`config.mk`:
```
export PLATFORM = sky130hd
export DESIGN_NAME = product_accumulator
export DESIGN_NICKNAME = d
export VERILOG_FILES = /design/src/rtl/mult_pkg.sv /design/src/rtl/product_accumulator.sv
export SDC_FILE = /design/constraint.sdc
export NUM_CORES = 1
export LEC_CHECK = 0
export ABC_AREA = 0
export CORE_ASPECT_RATIO = 1.2
export CORE_UTILIZATION = 51
export CTS_CLUSTER_DIAMETER = 200
export DETAILED_ROUTE_END_ITERATION = 8
export GPL_ROUTABILITY_DRIVEN = 0
export GPL_TIMING_DRIVEN = 1
export MAX_ROUTING_LAYER = met4
export PLACE_DENSITY = 0.79
export SLEW_MARGIN = 40
export SYNTH_ARGS = -nofsm -noshare
export SYNTH_HDL_FRONTEND = slang
export SYNTH_SLANG_ARGS = --single-unit
```
`constraint.sdc`:
```
create_clock -name clk -period 2.4 [get_ports clk]
set_input_delay 0.48 -clock clk [delete_from_list [all_inputs] [get_ports clk]]
set_output_delay 0.48 -clock clk [all_outputs]
set_load 0.02 [all_outputs]
```
`src/rtl/mult_pkg.sv`:
```
// Shared types and arithmetic helpers for the multiplier / product accumulator slice.
package mult_pkg;

    typedef enum logic [1:0] {
        IDLE,
        ACCUM,
        DONE
    } acc_state_t;

    // Widest accumulator the add helper supports; callers zero-extend into this width.
    localparam int ADD_MAX_W = 64;

    function automatic logic [ADD_MAX_W:0] add_with_carry(
        input logic [ADD_MAX_W-1:0] a,
        input logic [ADD_MAX_W-1:0] b
    );
        return {1'b0, a} + {1'b0, b};
    endfunction

endpackage

```
`src/rtl/product_accumulator.sv`:
```
// Accumulates COUNT multiplier products into a dot-product sum with a sticky overflow flag.
// Build option: PRODUCT_ACCUMULATOR_SAT_EN makes the accumulator saturate instead of wrap.
module product_accumulator
    import mult_pkg::*;
#(
    parameter int WIDTH     = 4,
    parameter int COUNT     = 4,
    parameter int ACC_WIDTH = 2*WIDTH+2
) (
    input  logic                       clk,
    input  logic                       rst_n,
    input  logic                       start,
    input  logic [2*WIDTH-1:0]         prod,
    input  logic                       prod_valid,
    output logic                       prod_ready,
    output logic [ACC_WIDTH-1:0]       sum,
    output logic                       sum_valid,
    input  logic                       sum_ready,
    output logic                       overflow,
    output logic                       busy,
    output logic [$clog2(COUNT+1)-1:0] beat_cnt
);

    localparam int CNT_W = $clog2(COUNT+1);

    acc_state_t           state_q;
    acc_state_t           state_d;
    logic [ACC_WIDTH-1:0] acc_q;
    logic [ACC_WIDTH-1:0] sum_q;
    logic [ACC_WIDTH-1:0] acc_next;
    logic [CNT_W-1:0]     beat_cnt_q;
    logic                 overflow_q;
    logic [ADD_MAX_W:0]   add_full;
    logic                 carry;
    logic                 restart;
    logic                 beat;
    logic                 last_beat;

    // Operands are zero-extended, so every bit at or above ACC_WIDTH is part of the carry-out.
    assign add_full = add_with_carry(ADD_MAX_W'(acc_q), ADD_MAX_W'(prod));
    assign carry    = |add_full[ADD_MAX_W:ACC_WIDTH];

`ifdef PRODUCT_ACCUMULATOR_SAT_EN
    assign acc_next = carry ? {ACC_WIDTH{1'b1}} : add_full[ACC_WIDTH-1:0];
`else
    assign acc_next = add_full[ACC_WIDTH-1:0];
`endif

    // A start in the same cycle as a beat wins: the beat is dropped.
    assign restart   = start && (state_q != DONE);
    assign beat      = prod_valid && prod_ready && !start;
    assign last_beat = beat && (beat_cnt_q == CNT_W'(COUNT-1));

    always_ff @(posedge clk or negedge rst_n) begin
        if (!rst_n) begin
            state_q <= IDLE;
        end else begin
            state_q <= state_d;
        end
    end

    always_comb begin
        state_d = state_q;
        case (state_q)
            IDLE:    if (start) state_d = ACCUM;
            ACCUM:   if (!start && last_beat) state_d = DONE;
            DONE:    if (sum_ready) state_d = IDLE;
            default: state_d = IDLE;
        endcase
    end

    always_comb begin
        prod_ready = 1'b0;
        sum_valid  = 1'b0;
        busy       = 1'b0;
        case (state_q)
            ACCUM: begin
                prod_ready = 1'b1;
                busy       = 1'b1;
            end
            DONE: begin
                sum_valid = 1'b1;
                busy      = 1'b1;
            end
            default: ;
        endcase
    end

    // The result register only loads on the final beat, so it stays stable through DONE and after.
    always_ff @(posedge clk or negedge rst_n) begin
        if (!rst_n) begin
            acc_q      <= '0;
            sum_q      <= '0;
            beat_cnt_q <= '0;
            overflow_q <= 1'b0;
        end else if (restart) begin
            acc_q      <= '0;
            beat_cnt_q <= '0;
            overflow_q <= 1'b0;
        end else if (beat) begin
            acc_q      <= acc_next;
            beat_cnt_q <= beat_cnt_q + CNT_W'(1);
            if (carry) overflow_q <= 1'b1;
            if (last_beat) sum_q <= acc_next;
        end
    end

    assign sum      = sum_q;
    assign beat_cnt = beat_cnt_q;
    assign overflow = overflow_q;

endmodule

```
==> metrics.md <==
| Metric | Value |
|---|---|
| Sequential area share after synthesis | between 40% and 50% |
| Post-CTS sizing | 0 |
| Gr ovfl total | 0 |
| Yosys top cell area share | between 40 and 50% |
| Mapped Area | roughly 1600 sq um |
| Pin count of the biggest net entering global routing | 27 |
| Metal2 WL | ~1.8 mm |
| Peak Freq | ~0.45 GHz |
| Clk_skew | 3.40 ps |
| Initial antenna violation count | 0 |
| CTS tree | built |
| Fin cells | approximately 230 |
| Hold Vio Cnt, Final | 0 |
| Antenna diodes | 0 |
| Wire length on met1 | around 1.4 mm |
| Hold/Removal Path Class | in -> async |
| Critical path launch point | state_q[1]$_DFFE_PN0P_ |
| Synth cell count leaders | dfrtp_1 (26), nand2_1 (19), o21ai_0 (17) |
| I/O pin count | 30 |
| Vias post-DR | 1340 |
| Slew @ Worst Pin | about 570 ps |
| Yosys Warn Count | 0 |
| Startpoint types | flip-flop |
| Placed Cells | 225 |
| Top FF cell, synth | dfrtp_1 |
| WL/cell | between 10 and 15 microns |
| Clock latency at the later pin of the worst-skew pair | approximately 330 ps |
| Router iterations before antenna repair | 6 |
| Drt drc | 0 |
| Root buffer cell | clkbuf_4 |
| Clk sinks | 26 |
| Top post-synthesis cells by area | dfrtp_1 (41%), ha_1 (12%), o21ai_0 (5.4%), nand2_1 (4.5%), nand3_1 (4.5%) |
| Ratio of cells with drive above 1 in the final layout | 9.23% |
| First-pass GRT wire length | ~6 mm |
| Full die area | about 3300 sq um |
| Row count | 21 |
| Starting DRT DRC Count | between 40 and 50 |
| Top-count cell post-synth | dfrtp_1 |
| Post-synth EDFFs | 0 |
| Fillers | roughly 240 |
| Ys async rst share | between 90% and 100% |
| Die height | between 60 and 70 microns |
| Slew HR | about 62% |
| Status | complete, no violations |
| DR top layer | met4 |
| Data required time of the worst path | 1920 ps |
| Cts bufs inserted | 3 |
| Vias per cell | about 5.9 |
| Hold_buf cts | 0 |
| Final wirelength | 3.39 mm |
| Post-CTS Setup Inserts | 0 |
| Met3 wire len | ~150 microns |
| Worst-path clk slew | about 150 ps |
| Post-layout util | approximately two thirds |
| Post-Syn Nets | around 190 |
| Cells after Synth | 164 |
| Core area | 2860 sq um |
| Crit. End Element | output port |
| Bufs on Longest Clock Path | 2 |
| Synthesis-stage register bit count | 26 |
| Gr usage total | about 24% |
| Synthesis-to-layout area growth | 25.0% |
| Sequential Area | roughly 650 sq um |
| Setup CP Type | reg -> out |
| Synthesized area per cell | approximately 9.6 sq um |
| Multi-input combinational cell area | 850 sq um |
| Pwr/cell area | 780 nW/um^2 |
| Crit-path max FO | 5 |
| H-tree lvl count | 1 |
| RR Startpoint | acc_q[0]$_DFFE_PN0P_ |
| Layout Nets | around 230 |
| Vias in the first global route | approximately 1.4k |
| Yosys cell types | 40 |
| Port Buffers | 29 |
| Max Cap Viol | 0 |
| WP data arrival | around 1800 ps |
| Max-slew violations | 0 |
| LEAKAGE | 0.875 nW |
| Die W | between 50 and 60 microns |
| RSZ-0062 raised after global routing | false |
| Worst VDD drop | roughly 0.00069 V |
| Starting Density | a little over half |
| HPWL after DPL | about 2.5 mm |
| Final count of negative-setup-slack endpoints | 0 |
| Period utilisation layout | around 93% |
| Number of nets still failing antenna checks after routing | 0 |
| Post-synthesis cell type with the largest combined area | dfrtp_1 |
| Tmin final | 2230 ps |
## registers in the layout (all words and copies together), names as in the netlist
name / flops
acc_q: 10
sum: 10
beat_cnt: 3
state_q: 2
overflow: 1
## final timing paths
kind                                         to  slack, ps  depth (start not counted)
max                                  prod_ready        170                          3
min reg2reg                  sum[1]$_DFFE_PN0P_        500                          2
min                          sum[3]$_DFFE_PN0P_        490                          2
max reg2reg                  sum[6]$_DFFE_PN0P_        450                          7
min in group clk             sum[1]$_DFFE_PN0P_        500                          2
max in group asynchronous  acc_q[7]$_DFFE_PN0P_       1660                          2
## placed cells by master, fill, tap and decap left out, types with 2 or more instances in the layout
master	instances
o21ai_0	17
clkbuf_4	3
o211ai_1	2
a211o_1	2
nor2_1	2
a21o_1	2
nand4_1	3
nand2_1	19
clkdlybuf4s50_1	29
a21oi_1	7
o31ai_1	3
a211oi_2	3
o21ai_1	2
and3b_1	2
nand2b_1	2
nand3_1	14
buf_4	5
inv_1	11
o21a_1	3
ha_1	15
dfrtp_1	26
nor3_1	2
xor2_1	3
## logic make-up after synthesis
group           Yosys count  synth area share, %
flops                    26                 41.4
xor+xnor                  4                 2.23
compound gates           49                 21.6
fa+ha+maj                16                 13.2
mux                       2                 1.35
buf+inv                  18                 4.54
simple gates             49                 15.7
## area by class of cell
cell class / instances / share of cell area, %
clock inverters: 1 / 1.53
well taps: 34 / 2.17
inverters: 11 / 2.10
flip-flops and latches: 26 / 33.1
clock buffers: 3 / 1.15
repair buffers: 34 / 16.7
multi-input cells: 120 / 43.2
## worst max-delay path, stage by stage (launching register included)
cell and delay (ps):
dfrtp_1 410, inv_1 130, ha_1 250, clkdlybuf4s50_1 630
## layer usage
layer	up-vias	GRT usage [%]
met3	7	2.92
met4	0	5.26
met1	646	27.1
met5	-	-
li1	649	-
met2	38	44.3
## power breakdown
part	switching, W	internal, W
clock network	0.000136	0.000169
logic	0.000391	0.000282
registers	0.0000484	0.000506
total	0.000576	0.000957
## metrics by stage
stage	hold WS (ps)	setup TNS [ps]	cell area, sq um	worst slack (ps)	total power [W]
finish	490	0	1960	172	0.00153
global route	517	0	1960	89.5	0.00164
CTS	497	0	1960	155	0.00154
detailed placement	470	-379	1910	-132	0.00123
global placement	461	-162	1910	-67.6	0.00120
floorplan	184	0	1570	415	0.00102
(Power assumes the default switching activity.)
==> RTL change 1, RTL diff (same flow settings) <==
Re-encode `acc_state_t` (3 states) as one-hot, 3 bits wide.
--- a/src/rtl/mult_pkg.sv
+++ b/src/rtl/mult_pkg.sv
@@ -3,6 +3,6 @@
 
-    typedef enum logic [1:0] {
-        IDLE,
-        ACCUM,
-        DONE
+    typedef enum logic [2:0] {
+        IDLE  = 3'b001,
+        ACCUM = 3'b010,
+        DONE  = 3'b100
     } acc_state_t;
Behaviour: no difference found for any inputs over 10 cycles, from zero or initial values and one cycle with rst_n low; not proved beyond that.
==> RTL change 1 against the original RTL <==
  * Wire length is 1.7% higher
  * Worst hold slack better by 0.0055 ns
  * Design area is 0.76% lower
  * Count of clock-buffer cells in the layout stayed put
  * Fmax is 0.11% higher
  * Worst setup slack better by 0.0024 ns
  * Sequential cell count is 1 higher
  * Utilization is 0.11 points higher
  * Synthesized cell count is 13% lower
  * Synthesized area is 1.2% lower
  * Die area is 1.2% lower
Power is not compared: it rests on default switching activity, and its combinational part moved more than twofold at a synthesized area within 25%.
==> RTL change 1: results (changes against the original RTL) <==
Run status
  • Status: finished, final reports clean (unchanged)

Placement
  • DP Area: 1921 um2 (was 1912 um2)
  • Pre-CTS setup slack: -0.08828 ns (was -0.1318 ns)
  • DP Cell Count: 209 (was 225)
  • HPWL after DPL: 2545 um (was 2544 um)

Routing
  • Routed met1 length: 1569 um (was 1378 um)
  • DRT iter0 DRCs: 39 (was 42)
  • Met2 WL post-DR: 1681 um (was 1816 um)
  • Pre-Repair DR Iteration Count: 4 (was 6)
  • Wire length per cell: 16.17 um (was 14.79 um)
  • Total number of vias: 1,292 (was 1,340)
  • DR WL met3: 131 um (was 145 um)

Synth
  • Most area-consuming cells after synthesis: dfrtp_1 (42%), ha_1 (8.1%), a22o_1 (3.9%) (was dfrtp_1 (41%), ha_1 (12%), o21ai_0 (5.4%))
  • Seq/Total Area, Yosys: 43.59% (was 41.40%)
  • Synth unique cells: 45 (was 40)
  • Synth Instances: 142 (was 164)

Worst setup path
  • Cell family with most CP delay: flip-flops (was buffers and inverters)
  • Crit Path Max Fanout: 6 (was 5)

STA
  • Skew final: 0.005599 ns (was 0.003405 ns)
  • Max_slew headroom: 68.54% (was 61.95%)

GRT
  • M2 GR Usage: 40.82% (was 44.30%)
  • GRT Total Usage: 25.38% (was 24.25%)
  • Wire length of the first global-routing pass: 6168 um (was 5947 um)
  • Met1 Use GR: 32.70% (was 27.15%)
  • Vias in the first global route: 1,379 (was 1,382)

Finish
  • Final #Nets: 204 (was 225)
-- RTL change 1: cell count changes after synthesis, sizes merged, moves of 4 or more --
| cell | before | now |
|---|---|---|
| mux2 | 1 | 5 |
| ha | 15 | 10 |
| a22o | 0 | 7 |
| nand3 | 14 | 2 |
| clkbuf | 5 | 0 |
| nand2 | 19 | 8 |
| o21ai | 19 | 7 |
-- RTL change 1: power by group --
group | leakage (uW) | internal (uW) | switching, uW | total, uW
registers | 0.000371 | 500 | 51.6 | 552
clock network | 0.0000177 | 62.7 | 142 | 204
logic | 0.000547 | 154 | 164 | 318
total | 0.000936 | 717 | 357 | 1070
-- RTL change 1: final timing paths --
check | depth (start not counted) | end | startpoint | slack, ns
worst max-delay path | 4 | busy | state_q[0] | 0.17
worst min-delay path | 2 | acc_q[9] | rst_n | 0.50
worst max register to register | 7 | acc_q[6] | acc_q[0] | 0.47
worst min register to register | 2 | sum[8] | sum[8] | 0.50
max in group asynchronous | 2 | state_q[0] | rst_n | 1.60
min in group clk | 2 | sum[8] | sum[8] | 0.50
-- RTL change 1: layout make-up --
type / instances / area, um2
well taps: 34 / 42.54
clock inverters: 1 / 5.005
clock buffers: 3 / 22.52
repair buffers: 37 / 351.6
fillers: 232 / 888.4
multi-input cells: 101 / 813.3
flip-flops and latches: 27 / 676.9
inverters: 10 / 37.54
-- RTL change 1: timing repair --
| item | in CTS | in global routing |
|---|---|---|
| gates resized for setup | 1 | 1 |
| hold buffers | 0 | 0 |
| endpoints found under the setup margin | 1 | 1 |
-- RTL change 1: logic make-up after synthesis --
kind of cell	Yosys count	synth area share, %
simple gates	29	11.69
flops	27	43.59
buf+inv	14	4.029
compound gates	52	25.46
mux	5	3.626
fa+ha+maj	11	9.347
xor+xnor	4	2.257
==> RTL change 2, RTL diff (same settings) <==
Made on the original files. Set the parameter `COUNT` to 8 (it was 4).
--- a/src/rtl/product_accumulator.sv
+++ b/src/rtl/product_accumulator.sv
@@ -6,3 +6,3 @@
     parameter int WIDTH     = 4,
-    parameter int COUNT     = 4,
+    parameter int COUNT     = 8,
     parameter int ACC_WIDTH = 2*WIDTH+2
Interface: changed (resized beat_cnt); port bits go from 30 to 31. The function was not compared with the original's and may differ.
==> RTL change 2 against the original RTL <==
  * Synthesized cell count increased by 3.7%
  * Clock power fell by 35%
  * Worst setup slack worse by 0.032 ns
  * Clock skew grew 0.0033 ns
  * Die area rose by 2.4%
  * Wire length up 8.6%
  * Sequential power up 4.0%
  * Sequential cell count grew 1
  * Design area is 2.1% higher
  * Synthesized area increased by 2.5%
  * Power is 3.4% lower
  * First-iteration DRC count is 9.5% higher
  * Critical path type unchanged
==> RTL change 2: results (changes against the original RTL) <==
Run status
  • Status: finished, final reports clean (unchanged)

Worst setup path
  • Reg2Reg Setup Slack: 0.36 ns (was 0.45 ns)
  • Cell family with most CP delay: buffers and inverters (unchanged)
  • Slowest CP cell: clkdlybuf4s50_1 (unchanged)
  • CP Data Arrival Time: 1.78 ns (was 1.75 ns)

Synth
  • Post-Synth XOR/XNOR Area: 3.263% (was 2.229%)
  • Syn avg cell area: 9.472 um2 (was 9.582 um2)
  • Syn nets: 198 (was 193)
  • Seq/Total Area, Yosys: 41.96% (was 41.40%)
  • Most frequent cells after synthesis: dfrtp_1 (27), nand2_1 (19), o21ai_0 (15) (was dfrtp_1 (26), nand2_1 (19), o21ai_0 (17))
  • Mux cell area share after synthesis: 2.020% (was 1.354%)
  • Synthesized-area fraction occupied by adder cells: 12.12% (was 13.22%)
  • Post-synthesis compound-gate area fraction: 18.88% (was 21.58%)
  • Most area-consuming cells after synthesis: dfrtp_1 (42%), ha_1 (11%), o21ai_0 (4.7%) (was dfrtp_1 (41%), ha_1 (12%), o21ai_0 (5.4%))
  • Synth unique cells: 38 (was 40)

Routing
  • Pre-Repair DR Iteration Count: 4 (was 6)
  • Wire length per cell: 15.45 um (was 14.79 um)
  • DRT iter0 DRCs: 46 (was 42)
  • Wirelength, routed: 3678 um (was 3387 um)
  • Total number of vias: 1,407 (was 1,340)

GRT
  • GRT Total Usage: 25.57% (was 24.25%)
  • Largest net degree at the start of global routing: 28 (was 27)

Placement
  • HPWL after DPL: 2750 um (was 2544 um)
  • Port buffer count: 30 (was 29)

STA
  • Hold WS: 0.5026 ns (was 0.4900 ns)
  • Skew final: 0.006680 ns (was 0.003405 ns)
  • Slew at the pin closest to its max-slew limit: 0.4500 ns (was 0.5707 ns)

Pwr
  • Max VDD drop: 625.5 uV (was 687.1 uV)
  • Static leakage: 0.0009159 uW (was 0.0008749 uW)

Finish
  • Fill count: 243 (was 238)
  • Layout cell share with drive strength beyond 1: 6.863% (was 9.231%)
  • Final #Nets: 233 (was 225)
## RTL change 2: cell types whose count changed after synthesis, moves of 3 or more
cell	delta
a211oi_1	+4
a211oi_2	-3
clkbuf_1	+4
inv_1	-3
nor2_1	+4
## RTL change 2: logic make-up after synthesis
logic type | count (synthesis)
AOI/OAI and AO/OA | 46
xor gates and xnor gates | 6
adders and majority gates | 15
and+or+nand+nor | 56
buffers and inverters | 17
DFF | 27
muxes | 3
## RTL change 2: metrics by stage
step	area [um2]	worst slack [ns]	power, uW	TNS, ns	util [%]
floorplan	1610	0.2782	1043	0	-
global placement	1979	-0.03179	1242	-0.05163	68.48
detailed placement	1979	-0.1040	1281	-0.4071	68.48
CTS	2006	0.1381	1482	0	69.39
global route	2006	0.04443	1596	0	69.39
finish	2006	0.1398	1480	0	69.39
## RTL change 2: area by class of cell
class,instances,area [um2],share of cell area [%]
inverter,8,30.03,1.497
sequential,27,675.6,33.69
multi-input combinational,126,863.3,43.04
tap,34,42.54,2.121
clock buffer,4,26.28,1.310
timing repair buffer,39,367.9,18.34
## RTL change 2: worst register-to-register path: cells and delay by family, from the launching register on
family	cells	cell delay (ns)
buffers and inverters	1	0.13
adders and majority gates	1	0.27
AOI/OAI and AO/OA	1	0.33
and+or+nand+nor	2	0.46
muxes	1	0.33
DFF	1	0.42
## RTL change 2: path summary, 6_finish.rpt
path	from	endpoint	depth (start not counted)
max	state_q[1]	prod_ready	3
min reg2reg	sum[1]	sum[1]	2
max reg2reg	state_q[1]	state_q[0]	6
min in group clk	sum[1]	sum[1]	2
max in group asynchronous	rst_n	beat_cnt[0]	2
min	rst_n	sum[5]	2
## RTL change 2: report_power, final
group	leakage (uW)	switching (uW)	total, uW	internal [uW]
combinational	0.000530	396	706	310
sequential	0.000371	55.6	576	521
clock	0.0000150	133	198	65.0
## RTL change 2: routing by layer
layer / up-vias / GRT usage (%) / wire [um]
met3: 6 / 4.348 / 124
met1: 685 / 31.64 / 1581
met2: 37 / 41.25 / 1935
li1: 679 / - / -
met5: - / - / 0
met4: 0 / 8.553 / 37
